--- config.mk ---
export PLATFORM = sky130hd
export DESIGN_NAME = hamming_secded_stream_decoder
export DESIGN_NICKNAME = d
export VERILOG_FILES = /design/src/rtl/hamming_pkg.sv /design/src/rtl/hamming_secded_core.sv /design/src/rtl/hamming_secded_stream_decoder.sv
export SDC_FILE = /design/constraint.sdc
export NUM_CORES = 1
export LEC_CHECK = 0
export BUFFER_PORTS_ARGS = -buffer_cell sky130_fd_sc_hd__buf_2
export CAP_MARGIN = 40
export CORE_ASPECT_RATIO = 0.5
export CORE_MARGIN = 2
export CORE_UTILIZATION = 45
export DETAILED_ROUTE_END_ITERATION = 6
export PLACE_DENSITY = 0.65
export SLEW_MARGIN = 20
export SYNTH_ARGS = -nofsm -noshare
export SYNTH_HDL_FRONTEND = slang
export SYNTH_SLANG_ARGS = --single-unit
--- constraint.sdc ---
create_clock -name clk -period 2.3 [get_ports clk]
set_input_delay 0.115 -clock clk [delete_from_list [all_inputs] [get_ports clk]]
set_output_delay 0.115 -clock clk [all_outputs]
set_load 0.01 [all_outputs]
--- src/rtl/hamming_pkg.sv ---
// Shared types, status codes and elaboration-time helpers for the SECDED decoder.
// The helpers place the parity and data bits inside the codeword.
package hamming_pkg;

  typedef logic [1:0] status_t;

  localparam status_t ST_CLEAN  = 2'b00;
  localparam status_t ST_CORR   = 2'b01;
  localparam status_t ST_UNCORR = 2'b10;

  // Smallest P with 2^P >= data_w + P + 1.
  function automatic int calc_parity_bits(input int data_w);
    int p;
    p = 0;
    for (int i = 1; i <= 8; i++) begin
      if (p == 0 && (1 << i) >= data_w + i + 1) p = i;
    end
    return p;
  endfunction

  function automatic bit is_pow2(input int n);
    return (n > 0) && ((n & (n - 1)) == 0);
  endfunction

  // Codeword position of data bit k: the k-th non-power-of-two position above 0.
  function automatic int data_pos(input int k);
    int cnt;
    int pos;
    cnt = 0;
    pos = 0;
    for (int i = 3; i < 256; i++) begin
      if (!is_pow2(i)) begin
        if (cnt == k && pos == 0) pos = i;
        cnt++;
      end
    end
    return pos;
  endfunction

endpackage

--- src/rtl/hamming_secded_core.sv ---
// Combinational SECDED logic. The syndrome side works on the incoming codeword.
// The correction side works on the codeword held in stage 1.
module hamming_secded_core
  import hamming_pkg::*;
#(
  parameter  int DATA_W = 8,
  localparam int P      = calc_parity_bits(DATA_W),
  localparam int CODE_W = DATA_W + P + 1
) (
  input  logic [CODE_W-1:0] code,
  output logic [P-1:0]      syndrome,
  output logic              parity,
  input  logic [CODE_W-1:0] held_code,
  input  logic [P-1:0]      held_syndrome,
  input  logic              held_parity,
  output logic [DATA_W-1:0] data,
  output logic [1:0]        status
);

  logic [CODE_W-1:0] fixed;
  logic              unused_fixed;

  always_comb begin
    syndrome = '0;
    for (int i = 1; i < CODE_W; i++) begin
      if (code[i]) syndrome = syndrome ^ P'(i);
    end
  end

  assign parity = ^code;

  // A syndrome pointing past the last position cannot be a single-bit error.
  always_comb begin
    fixed  = held_code;
    status = ST_CLEAN;
    if (held_syndrome == '0) begin
      status = held_parity ? ST_CORR : ST_CLEAN;
    end else if (!held_parity) begin
      status = ST_UNCORR;
    end else if (int'(held_syndrome) > CODE_W - 1) begin
      status = ST_UNCORR;
    end else begin
      status = ST_CORR;
      for (int i = 1; i < CODE_W; i++) begin
        if (held_syndrome == P'(i)) fixed[i] = ~fixed[i];
      end
    end
  end

  for (genvar k = 0; k < DATA_W; k++) begin : g_extract
    assign data[k] = fixed[data_pos(k)];
  end

  assign unused_fixed = ^fixed;

endmodule

--- src/rtl/hamming_secded_stream_decoder.sv ---
// Two-stage pipelined SECDED decoder with valid/ready handshake,
// saturating error counters and a sticky first-uncorrectable capture.
module hamming_secded_stream_decoder
  import hamming_pkg::*;
#(
  parameter  int DATA_W = 8,
  parameter  int CNT_W  = 16,
  localparam int P      = calc_parity_bits(DATA_W),
  localparam int CODE_W = DATA_W + P + 1
) (
  input  logic              clk,
  input  logic              rst,
  input  logic              in_valid,
  output logic              in_ready,
  input  logic [CODE_W-1:0] in_code,
  output logic              out_valid,
  input  logic              out_ready,
  output logic [DATA_W-1:0] out_data,
  output logic [1:0]        out_status,
  output logic [P-1:0]      out_syndrome,
  input  logic              clr_cnt,
  output logic [CNT_W-1:0]  corr_cnt,
  output logic [CNT_W-1:0]  uncorr_cnt,
  output logic              first_err_valid,
  output logic [P-1:0]      first_err_syn
);

  localparam logic [CNT_W-1:0] CNT_MAX = '1;

  logic              en;
  logic              xfer;
  logic              s1_valid;
  logic [CODE_W-1:0] s1_code;
  logic [P-1:0]      s1_syndrome;
  logic              s1_parity;
  logic [P-1:0]      syndrome;
  logic              parity;
  logic [DATA_W-1:0] fixed_data;
  status_t           fixed_status;
  logic [CNT_W-1:0]  corr_next;
  logic [CNT_W-1:0]  uncorr_next;
  logic              first_valid_next;
  logic [P-1:0]      first_syn_next;

  // Both stages advance together; a stalled output freezes the whole pipe.
  assign en       = !out_valid || out_ready;
  assign in_ready = en;
  assign xfer     = out_valid && out_ready;

  hamming_secded_core #(
    .DATA_W(DATA_W)
  ) core (
    .code          (in_code),
    .syndrome      (syndrome),
    .parity        (parity),
    .held_code     (s1_code),
    .held_syndrome (s1_syndrome),
    .held_parity   (s1_parity),
    .data          (fixed_data),
    .status        (fixed_status)
  );

  always_ff @(posedge clk) begin
    if (rst) begin
      s1_valid    <= 1'b0;
      s1_code     <= '0;
      s1_syndrome <= '0;
      s1_parity   <= 1'b0;
    end else if (en) begin
      s1_valid    <= in_valid;
      s1_code     <= in_code;
      s1_syndrome <= syndrome;
      s1_parity   <= parity;
    end
  end

  always_ff @(posedge clk) begin
    if (rst) begin
      out_valid    <= 1'b0;
      out_data     <= '0;
      out_status   <= ST_CLEAN;
      out_syndrome <= '0;
    end else if (en) begin
      out_valid    <= s1_valid;
      out_data     <= fixed_data;
      out_status   <= fixed_status;
      out_syndrome <= s1_syndrome;
    end
  end

  // Clear is applied first so a transfer in the same cycle still counts once.
  always_comb begin
    corr_next        = clr_cnt ? '0 : corr_cnt;
    uncorr_next      = clr_cnt ? '0 : uncorr_cnt;
    first_valid_next = clr_cnt ? 1'b0 : first_err_valid;
    first_syn_next   = clr_cnt ? '0 : first_err_syn;
    if (xfer && out_status == ST_CORR && corr_next != CNT_MAX) begin
      corr_next = corr_next + CNT_W'(1);
    end
    if (xfer && out_status == ST_UNCORR) begin
      if (uncorr_next != CNT_MAX) uncorr_next = uncorr_next + CNT_W'(1);
      if (!first_valid_next) begin
        first_valid_next = 1'b1;
        first_syn_next   = out_syndrome;
      end
    end
  end

  always_ff @(posedge clk) begin
    if (rst) begin
      corr_cnt        <= '0;
      uncorr_cnt      <= '0;
      first_err_valid <= 1'b0;
      first_err_syn   <= '0;
    end else begin
      corr_cnt        <= corr_next;
      uncorr_cnt      <= uncorr_next;
      first_err_valid <= first_valid_next;
      first_err_syn   <= first_syn_next;
    end
  end

endmodule

==> summary.log <==
qor: grt.global_route_met3_usage 0.06193
qor: cts.worst_setup_hold_path_clk_slew 50 ps
qor: setup_path.cp_data_arrival_time 2240 ps
qor: timing.finalSetupViolCount 0
qor: timing.final.setup_skew 5.408 ps
qor: layout.final_layout_size_suffix_gt1_frac 0.2232
qor: layout.layout.cells.most_common buf_2
qor: layout.finish.net_count 481
qor: setup_path.crit_path_start uncorr_cnt[0]
qor: routing.drc 0
qor: grt.grt.busiest_layer met2
qor: setup_path.ff2ff_path_depth 7
qor: hold_path.hold_start in_valid
qor: grt.global_route.usage.met1 0.2495
qor: power.sw_frac_of_total 0.2322
qor: hold_path.cell_count_of_the_worst_hold_path 3
qor: routing.drtPass1Iterations 4
qor: place.detailed_place.area 3755 sq um
qor: timing.grt_setup_unrepaired no
qor: setup_path.path_max_fanout 4
qor: power.power.density 764.5 nW/um^2
qor: synthesis.syn-cell-area 3326 sq um
qor: synthesis.synth_edf_count 0
qor: job.drv.max_cap_violation_count 0
qor: routing.drt.antenna.violating_nets 0
qor: layout.fin_util 0.5648
qor: setup_path.worst_setup_path_start_kind register
qor: synthesis.ys.flop_type dfxtp_1
qor: routing.routed_wl 7773 um
qor: floorplanning.die-height 64.79 um
qor: synthesis.synth.avg_cell_area 8.419 sq um
qor: grt.groute.usage.overall 0.2020
qor: synthesis.synth_fp_nets 415
qor: timing.layout_worst_path_cycle_share 0.8617
qor: grt.gr-total-overflow 0
qor: power.power_frac_seq 0.408
qor: synthesis.postSynth.asyncResetShare 0
qor: setup_path.cp.required 2560 ps
qor: place.estimated_wirelength_of_the_detail_placed_design 5363 um
qor: floorplanning.coreArea 7239 sq um
qor: place.dp_slack 333.0 ps
qor: cts.cts-buffers-inserted 9
qor: timing.timing.fmax 504.5 MHz
qor: grt.grt_first_pass_wirelength 12970 um
qor: place.io_buffer_count 70
qor: timing.maxSlewViolCount 0
qor: power.power.net_switching 725.8 uW
qor: timing.fin_setup_tns 0 ps
qor: layout.post-route-cell-area 4089 sq um
qor: cts.cts-hold-fix-buffers 0
qor: timing.post-route-worst-setup-slack 318.0 ps
qor: timing.transition_time_of_the_tightest_slew_check_pin 637.7 ps
qor: layout.area_delta_synth_final 22.95%
qor: cts.clock_tree_from_tritoncts built
qor: floorplanning.die-area 8136 sq um
qor: timing.post-route-min-period 1982 ps
qor: setup_path.endpoint_kind register
qor: power.clkPwrFrac 0.492
qor: grt.vias_in_the_first_global_route 2735
qor: floorplanning.start_util 0.4594
qor: cts.root_buffer clkbuf_16
qor: power.combinationalPowerShare 0.100
qor: place.place.gp.congestion 0.8146
qor: power.leakagePower 1.680 nW
qor: status.outcome completed
qor: cts.maximum_buffer_depth_of_the_clock_tree 2
qor: routing.drtIter0Drc 198
qor: synthesis.synthesis.instances 395
qor: timing.finalHoldViolCount 0
qor: hold_path.worstHoldPathType input port to register
qor: cts.postCtsSetupRepairBufs 0
qor: cts.number_of_levels_in_the_clock_h_tree 3
qor: floorplanning.design.portCount 71
qor: setup_path.rr_startpoint uncorr_cnt[0]
qor: synthesis.yosys_register_bits 66
qor: power.peakVddDrop 0.3863 mV
qor: routing.via_per_inst 5.288
qor: synthesis.yosysWarningCount 0
qor: power.p_int 2.400 mW
qor: layout.antenna-diode-count 0
qor: grt.grt_max_degree 58
qor: synthesis.number_of_distinct_standard_cells_referenced_by_the_synthesized_netlist 54
qor: floorplanning.dieWidth 125.6 um
qor: grt.grt_antenna_before_repair 0
qor: setup_path.path_class register to register
qor: cts.sinks_on_clock_net 66
qor: routing.post_drt_wl_per_cell 13.83 um
qor: grt.groute.layer.met2.usage 0.3291
qor: routing.route.vias.total 2972
qor: floorplanning.placement_rows 22
qor: synthesis.yosysSeqAreaShare 0.3973
qor: cts.later_pin_clock_latency_in_the_skew_report 340 ps
qor: timing.max_slew_margin 0.5744
qor: cts.post_cts_resized 0
qor: layout.layout.cells.most_common_list buf_2 (70), dfxtp_1 (66), nand2_1 (58), nor2_1 (43), xnor2_1 (36)
registers in the layout, summed over array words and instances (netlist names):
| register | count |
|---|---|
| s1_valid | 1 |
| s1_code | 8 |
| out_valid | 1 |
| first_err_valid | 1 |
| out_status | 2 |
| first_err_syn | 4 |
| s1_syndrome | 4 |
| uncorr_cnt | 16 |
| corr_cnt | 16 |
| out_data | 8 |
| out_syndrome | 4 |
| s1_parity | 1 |
logic make-up after synthesis:
kind of cell,count (synthesis),synth area share
buffers and inverters,28,0.03612
flip-flops,66,0.3973
adder cells (fa/ha/maj),2,0.007523
AND/OR/NAND/NOR,175,0.2780
AO/OA/AOI/OAI,75,0.1486
multiplexers,5,0.01655
XOR/XNOR,44,0.1159
Yosys cell counts (6+ instances only):
cell,n,area [sq um]
xor2_1,8,70.07
o31ai_1,6,45.04
clkbuf_1,17,63.81
a21oi_1,28,140.1
o21ai_0,7,35.03
nor2_1,43,161.4
and4b_1,6,60.06
o211ai_1,8,60.06
nand2_1,58,217.7
nand3_1,7,35.03
inv_1,7,26.28
nor2b_1,10,62.56
xnor2_1,36,315.3
a211oi_1,9,67.56
dfxtp_1,66,1321
nor3_1,7,35.03
power groups by stage:
stage	Combinational, mW	Clock, mW	Sequential (mW)
finish	0.312	1.54	1.27
floorplan	0.231	0	1.28
global route	0.349	1.62	1.28
global placement	0.311	0	1.30
CTS	0.316	1.57	1.27
detailed placement	0.314	0	1.30
path summary, 6_finish.rpt:
| path | endpoint | slack [ps] |
|---|---|---|
| min | s1_valid | 20 |
| max reg2reg | uncorr_cnt[14] | 320 |
| max | uncorr_cnt[14] | 320 |
| min reg2reg | s1_valid | 450 |
metal layers:
layer / share of wire / vias up / routed length [um]
met1: 0.48 / 1370 / 3764
li1: - / 1529 / -
met2: 0.46 / 64 / 3566
met5: 0 / - / 0
met4: 0.011 / 0 / 86
met3: 0.046 / 9 / 356
critical path, stage by stage (launching register included):
cell and delay, ps:
dfxtp_1 340, nor2b_1 220, ha_1 240, nand2_1 90, nor2_1 230, o21ai_0 170, or4_1 480, a21oi_1 150
through the flow:
stage | hold WS (ps) | total power, mW | std cells
after floorplan | 255.5 | 1.508 | 395
after CTS | 14.98 | 3.162 | 562
final | 24.21 | 3.126 | 562
after detailed placement | 372.9 | 1.614 | 546
after global placement | 370.6 | 1.609 | 545
after global routing | 28.70 | 3.255 | 562
area by class of cell:
cell class,count,area [sq um]
flip-flops and latches,66,1321
inverters,7,26.28
multi-input cells,301,1884
repair buffers,76,402.9
clock inverters,6,105.1
fillers,705,3151
well taps,96,120.1
clock buffers,10,229.0
(Power assumes the default switching activity.)
